### src/rtl/duty_step_counter.sv
// Saturating duty-cycle up/down counter with direction-reversal pulse; all outputs registered, one cycle after the strobe.
// Optional macro DUTY_ADAPT_STEP_EN enables adaptive step size (halve on reversal, double after a same-direction run).
module duty_step_counter #(
  parameter int WIDTH     = 6,
  parameter int RST_VAL   = 23,
  parameter int MIN_VAL   = 0,
  parameter int MAX_VAL   = 63,
  parameter int STEP_INIT = 1,
  parameter int STEP_MIN  = 1,
  parameter int STEP_MAX  = 8,
  parameter int RUN_LEN   = 4
) (
  input  logic             clk,
  input  logic             rst,
  input  logic             en_i,
  input  logic             cri_i,
  input  logic             load_i,
  input  logic [WIDTH-1:0] load_val_i,
  output logic [WIDTH-1:0] cnt_o,
  output logic [WIDTH-1:0] step_o,
  output logic             sat_hi_o,
  output logic             sat_lo_o,
  output logic             rev_o
);

  if (!(MIN_VAL <= RST_VAL && RST_VAL <= MAX_VAL && MAX_VAL < (1 << WIDTH) &&
        1 <= STEP_MIN && STEP_MIN <= STEP_INIT && STEP_INIT <= STEP_MAX &&
        STEP_MAX < (1 << WIDTH) && RUN_LEN >= 1)) begin : g_bad_params
    $error("duty_step_counter: illegal parameter set");
  end

  localparam logic [WIDTH-1:0] RST_W       = WIDTH'(RST_VAL);
  localparam logic [WIDTH-1:0] MIN_W       = WIDTH'(MIN_VAL);
  localparam logic [WIDTH-1:0] MAX_W       = WIDTH'(MAX_VAL);
  localparam logic [WIDTH-1:0] STEP_INIT_W = WIDTH'(STEP_INIT);
  localparam logic [WIDTH:0]   MIN_X       = (WIDTH+1)'(MIN_VAL);
  localparam logic [WIDTH:0]   MAX_X       = (WIDTH+1)'(MAX_VAL);
  localparam logic [WIDTH+1:0] MIN_G       = (WIDTH+2)'(MIN_VAL);
  localparam logic [WIDTH+1:0] MAX_G       = (WIDTH+2)'(MAX_VAL);

  logic [WIDTH-1:0] cnt_q, cnt_d, step_q, step_d;
  logic             dir_q, dir_d, hist_q, hist_d, rev_q, rev_d;
  logic             sat_hi_q, sat_lo_q, reversal;
  logic [WIDTH:0]   sum, floor_v;
  logic [WIDTH+1:0] lv, lo_gap, lv_lo, hi_gap;

`ifdef DUTY_ADAPT_STEP_EN
  localparam int                RUN_W      = $clog2(RUN_LEN + 1);
  localparam logic [RUN_W-1:0]  RUN_LAST   = RUN_W'(RUN_LEN - 1);
  localparam logic [WIDTH-1:0]  STEP_MIN_W = WIDTH'(STEP_MIN);
  localparam logic [WIDTH-1:0]  STEP_MAX_W = WIDTH'(STEP_MAX);
  localparam logic [WIDTH:0]    STEP_MAX_X = (WIDTH+1)'(STEP_MAX);
  logic [RUN_W-1:0] run_q, run_d;
  logic [WIDTH-1:0] half;
  logic [WIDTH:0]   dbl;
`endif

  always_comb begin
    sum      = {1'b0, cnt_q} + {1'b0, step_q};
    floor_v  = MIN_X + {1'b0, step_q};
    // Load clamp done with two-bit headroom so the sign bit flags out-of-range values.
    lv       = {2'b00, load_val_i};
    lo_gap   = lv - MIN_G;
    lv_lo    = lo_gap[WIDTH+1] ? MIN_G : (MIN_G + lo_gap);
    hi_gap   = MAX_G - lv_lo;
    reversal = en_i && hist_q && (cri_i != dir_q);
    cnt_d    = cnt_q;
    step_d   = step_q;
    dir_d    = dir_q;
    hist_d   = hist_q;
    rev_d    = 1'b0;
`ifdef DUTY_ADAPT_STEP_EN
    half     = step_q >> 1;
    dbl      = {step_q, 1'b0};
    run_d    = run_q;
`endif
    if (rst) begin
      cnt_d  = RST_W;
      step_d = STEP_INIT_W;
      dir_d  = 1'b1;
      hist_d = 1'b0;
`ifdef DUTY_ADAPT_STEP_EN
      run_d  = '0;
`endif
    end else if (load_i) begin
      cnt_d  = hi_gap[WIDTH+1] ? MAX_W : WIDTH'(MAX_G - hi_gap);
      step_d = STEP_INIT_W;
      hist_d = 1'b0;
`ifdef DUTY_ADAPT_STEP_EN
      run_d  = '0;
`endif
    end else if (en_i) begin
      if (cri_i) cnt_d = (sum > MAX_X) ? MAX_W : sum[WIDTH-1:0];
      else       cnt_d = ({1'b0, cnt_q} < floor_v) ? MIN_W : (cnt_q - step_q);
      dir_d  = cri_i;
      hist_d = 1'b1;
      rev_d  = reversal;
`ifdef DUTY_ADAPT_STEP_EN
      if (reversal) begin
        step_d = (half < STEP_MIN_W) ? STEP_MIN_W : half;
        run_d  = '0;
      end else if (run_q == RUN_LAST) begin
        step_d = (dbl > STEP_MAX_X) ? STEP_MAX_W : dbl[WIDTH-1:0];
        run_d  = '0;
      end else begin
        run_d  = run_q + RUN_W'(1);
      end
`endif
    end
  end

  // Saturation flags come from the next-state count so they track cnt_o exactly.
  always_ff @(posedge clk) begin
    cnt_q    <= cnt_d;
    step_q   <= step_d;
    dir_q    <= dir_d;
    hist_q   <= hist_d;
    rev_q    <= rev_d;
    sat_hi_q <= (cnt_d == MAX_W);
    sat_lo_q <= (cnt_d == MIN_W);
`ifdef DUTY_ADAPT_STEP_EN
    run_q    <= run_d;
`endif
  end

  assign cnt_o    = cnt_q;
  assign step_o   = step_q;
  assign sat_hi_o = sat_hi_q;
  assign sat_lo_o = sat_lo_q;
  assign rev_o    = rev_q;

endmodule
### config.mk
export PLATFORM = sky130hd
export DESIGN_NAME = duty_step_counter
export DESIGN_NICKNAME = d
export VERILOG_FILES = /design/src/rtl/duty_step_counter.sv
export SDC_FILE = /design/constraint.sdc
export NUM_CORES = 1
export LEC_CHECK = 0
export CELL_PAD_IN_SITES_DETAIL_PLACEMENT = 0
export CELL_PAD_IN_SITES_GLOBAL_PLACEMENT = 1
export CORE_MARGIN = 8
export CORE_UTILIZATION = 37
export DETAILED_ROUTE_END_ITERATION = 16
export HOLD_SLACK_MARGIN = 0.15
export PLACE_DENSITY_LB_ADDON = 0.1
export SLEW_MARGIN = 0
export SYNTH_ARGS = -nofsm -noshare
export SYNTH_HDL_FRONTEND = slang
export SYNTH_SLANG_ARGS = --single-unit
export TNS_END_PERCENT = 50
### constraint.sdc
create_clock -name clk -period 3.3 [get_ports clk]
set_clock_uncertainty 0.1 [all_clocks]
set_input_delay 0.99 -clock clk [delete_from_list [all_inputs] [get_ports clk]]
set_output_delay 0.99 -clock clk [all_outputs]
set_load 0.005 [all_outputs]
==> results.sh <==
export IMPL_ys_top_cells_by_area="dfxtp_1, buf_4, a21oi_1"
export IMPL_synth_area_um2=949.7
export IMPL_dp_cells=155
export IMPL_synth_area_leader_cell="dfxtp_1"
export IMPL_port_buffers=19
export IMPL_worst_path_dominant_cell_family="buffers and inverters"
export IMPL_status="finished clean"
export IMPL_synthesis_instances=116
export IMPL_critPathKind="input pin to register"
export IMPL_holdCritPathClass="register to register"
export IMPL_cts_htree_levels=1
export IMPL_finalHoldViolCount=0
export IMPL_cts_inserted_buffers=3
export IMPL_core_region_area_um2=2455
export IMPL_worst_r2r_setup_slack_ns=0.73
export IMPL_rsz0062_at_grt="false"
export IMPL_clock_latency_ns=0.26
export IMPL_ys_flop_type="dfxtp_1"
export IMPL_slew_headroom_pct=60.88
export IMPL_yosysSeqAreaShare_pct=23.19
export IMPL_clockBufferDepth=2
export IMPL_reg2reg_from="cnt_o[0]"
export IMPL_setup_ws_ns=0.5647
export IMPL_cts_sinks=11
export IMPL_die_y_um=66.66
export IMPL_timing_rr_end="sat_hi_o"
export IMPL_pre_cts_slack_ns=0.3083
export IMPL_drtAntennaViolNets=0
export IMPL_clk_pin_slew_ns=0.07
export IMPL_slew_viol_final=0
export IMPL_nNetsFinal=144
export IMPL_layout_min_cycle_time_ns=2.735
export IMPL_fill_cells=248
export IMPL_timing_fmax_mhz=365.6
export IMPL_slowest_stage="clkdlybuf4s50_1"
export IMPL_vias=884
export IMPL_fin_tns_setup_ns=0
export IMPL_cp_start_kind="input pin"
export IMPL_crit_fanout=18
export IMPL_start_util_pct=38.69
export IMPL_netlist_area_leader_share_pct=23.19
export IMPL_num_antenna_cells=0
export IMPL_crit_end="sat_hi_o"
export IMPL_cp_data_required_time_ns=3.41
export IMPL_synthDistinctLibCells=48
export IMPL_yosys_register_bits=11
export IMPL_die_w_um=66.66
export IMPL_setup_viol=0
export IMPL_grt_overflow=0
export IMPL_gp_congestion=0.8898
export IMPL_path_cells="clkdlybuf4s50_1 -> nor2_1 -> o21ai_0 -> o2111ai_2 -> nor4_1 -> and3_1"
export IMPL_power_density_nw_per_um2=321.6
export IMPL_cts_setup_buffers=0
export IMPL_dpl_hpwl_um=1924
export IMPL_min_period_over_period_pct=82.89
export IMPL_routedWlPerCell_um=15.89
export IMPL_drive_gt1_share_pct=10.85
export IMPL_drc=0
export IMPL_hold_path_startpoint="hist_q"
export IMPL_ctsRootBufferMaster="clkbuf_4"
export IMPL_grt_max_degree=19
export IMPL_rr_worst_depth=8
export IMPL_crit_start="load_i"
export IMPL_io_pins=26
export IMPL_grt_pass1_vias=852
export IMPL_crit_path_max_incr_delay_ns=0.84
export IMPL_yosys_warnings=0
export IMPL_end_kind="register"
export IMPL_cts_repair_resized=0
export IMPL_dieArea_um2=4444
export IMPL_totalWireLength_um=2526
export IMPL_postSynthAreaPerCell_um2=8.187
export IMPL_worst_pin_slew_ns=0.5850
export IMPL_avgViaCountPerCell=5.560
export IMPL_async_reset_ff_share_pct=0
export IMPL_antenna_found_initial=0
export IMPL_synth_edf_count=0
export IMPL_instances_no_fill=159
export IMPL_grt_total_usage_pct=12.14
export IMPL_hold_buffers=0
export IMPL_cts_tree="done"
export IMPL_area_growth_pct=18.58
export IMPL_cap_violations=0
export IMPL_ir_drop_mv=0.2249
export IMPL_cp_buffers_inverters=1
export IMPL_placementRows=18
export IMPL_dr_first_iter_drc_count=25
export IMPL_p_leak_nw=0.4407
export IMPL_dr_pass1_iters=4
export IMPL_grt_pass1_wl_um=4140
export IMPL_critPathArrivalTime_ns=2.84
export IMPL_path_depth=6
sequential cells by signal, summed over array words and instances (netlist names):
name      cells
rev_o         1
dir_q         1
sat_hi_o      1
sat_lo_o      1
cnt_o         6
hist_q        1
routing by layer:
| layer | wire, um | global-route usage (%) | vias to the layer above |
|---|---|---|---|
| li1 | - | - | 435 |
| met1 | 1119 | 14.75 | 414 |
| met2 | 1157 | 18.76 | 33 |
| met3 | 226 | 4.866 | 2 |
| met4 | 23 | 4.267 | 0 |
| met5 | 0 | 0 | - |
stage by stage:
step	power [mW]	utilization (%)	hold WS (ns)	area, um^2
6_report	0.3622	45.87	0.3616	1126
5_1_grt	0.3863	45.87	0.4025	1126
4_1_cts	0.3638	45.87	0.3653	1126
2_1_floorplan	0.2412	-	0.3268	964.7
3_3_place_gp	0.2761	44.80	0.3529	1100
3_5_place_dp	0.2736	44.80	0.3514	1100
tightest hold or removal path: stages (launching register included):
cell and delay (ns):
dfxtp_1 0.31, nand3_1 0.07, nor2_1 0.04
power breakdown:
part / internal (mW) / switching, mW
sequential: 0.141 / 0.0193
clock: 0.0468 / 0.0426
combinational: 0.0564 / 0.0562
total: 0.244 / 0.118
kinds of logic after synthesis:
logic type	count (synthesis)	share of synthesized area [%]
buf+inv	26	14.89
other cells	2	0.7908
flops	11	23.19
fa+ha+maj	3	3.953
mux	3	3.294
xor+xnor	3	2.767
simple gates	36	23.85
compound gates	32	27.27
layout make-up:
class | instances | area, um^2 | share of cell area (%)
multi-input combinational | 83 | 603.1 | 53.56
sequential | 11 | 220.2 | 19.56
inverter | 11 | 41.29 | 3.667
timing repair buffer | 20 | 197.7 | 17.56
tap | 30 | 37.54 | 3.333
clock buffer | 4 | 26.28 | 2.333
Yosys cell counts, types with 3 or more instances:
| cell | number |
|---|---|
| buf_2 | 5 |
| a21oi_1 | 8 |
| nor3_1 | 4 |
| ha_1 | 3 |
| inv_1 | 10 |
| nand3_1 | 3 |
| dfxtp_1 | 11 |
| nor2_1 | 7 |
| buf_4 | 6 |
| nor3b_1 | 5 |
| a211oi_1 | 3 |
| o21ai_0 | 3 |
how the worst min path moves through the flow:
stage	endpoint	cells after the start
after floorplan	rev_o	2
after global placement	rev_o	2
after detailed placement	rev_o	2
after CTS	rev_o	2
after global routing	rev_o	2
final	rev_o	2
cell usage in the layout, fill, tap and decap left out, types with 3 or more instances in the layout:
cell type	count
clkdlybuf4s50_1	19
dfxtp_1	11
inv_1	10
a21oi_1	8
nor2_1	7
conb_1	6
nor3b_1	5
nor3_1	4
o21ai_0	3
nand3_1	3
a211oi_1	3
ha_1	3
clkbuf_4	3
No activity file was read; power rests on OpenSTA's default activity.
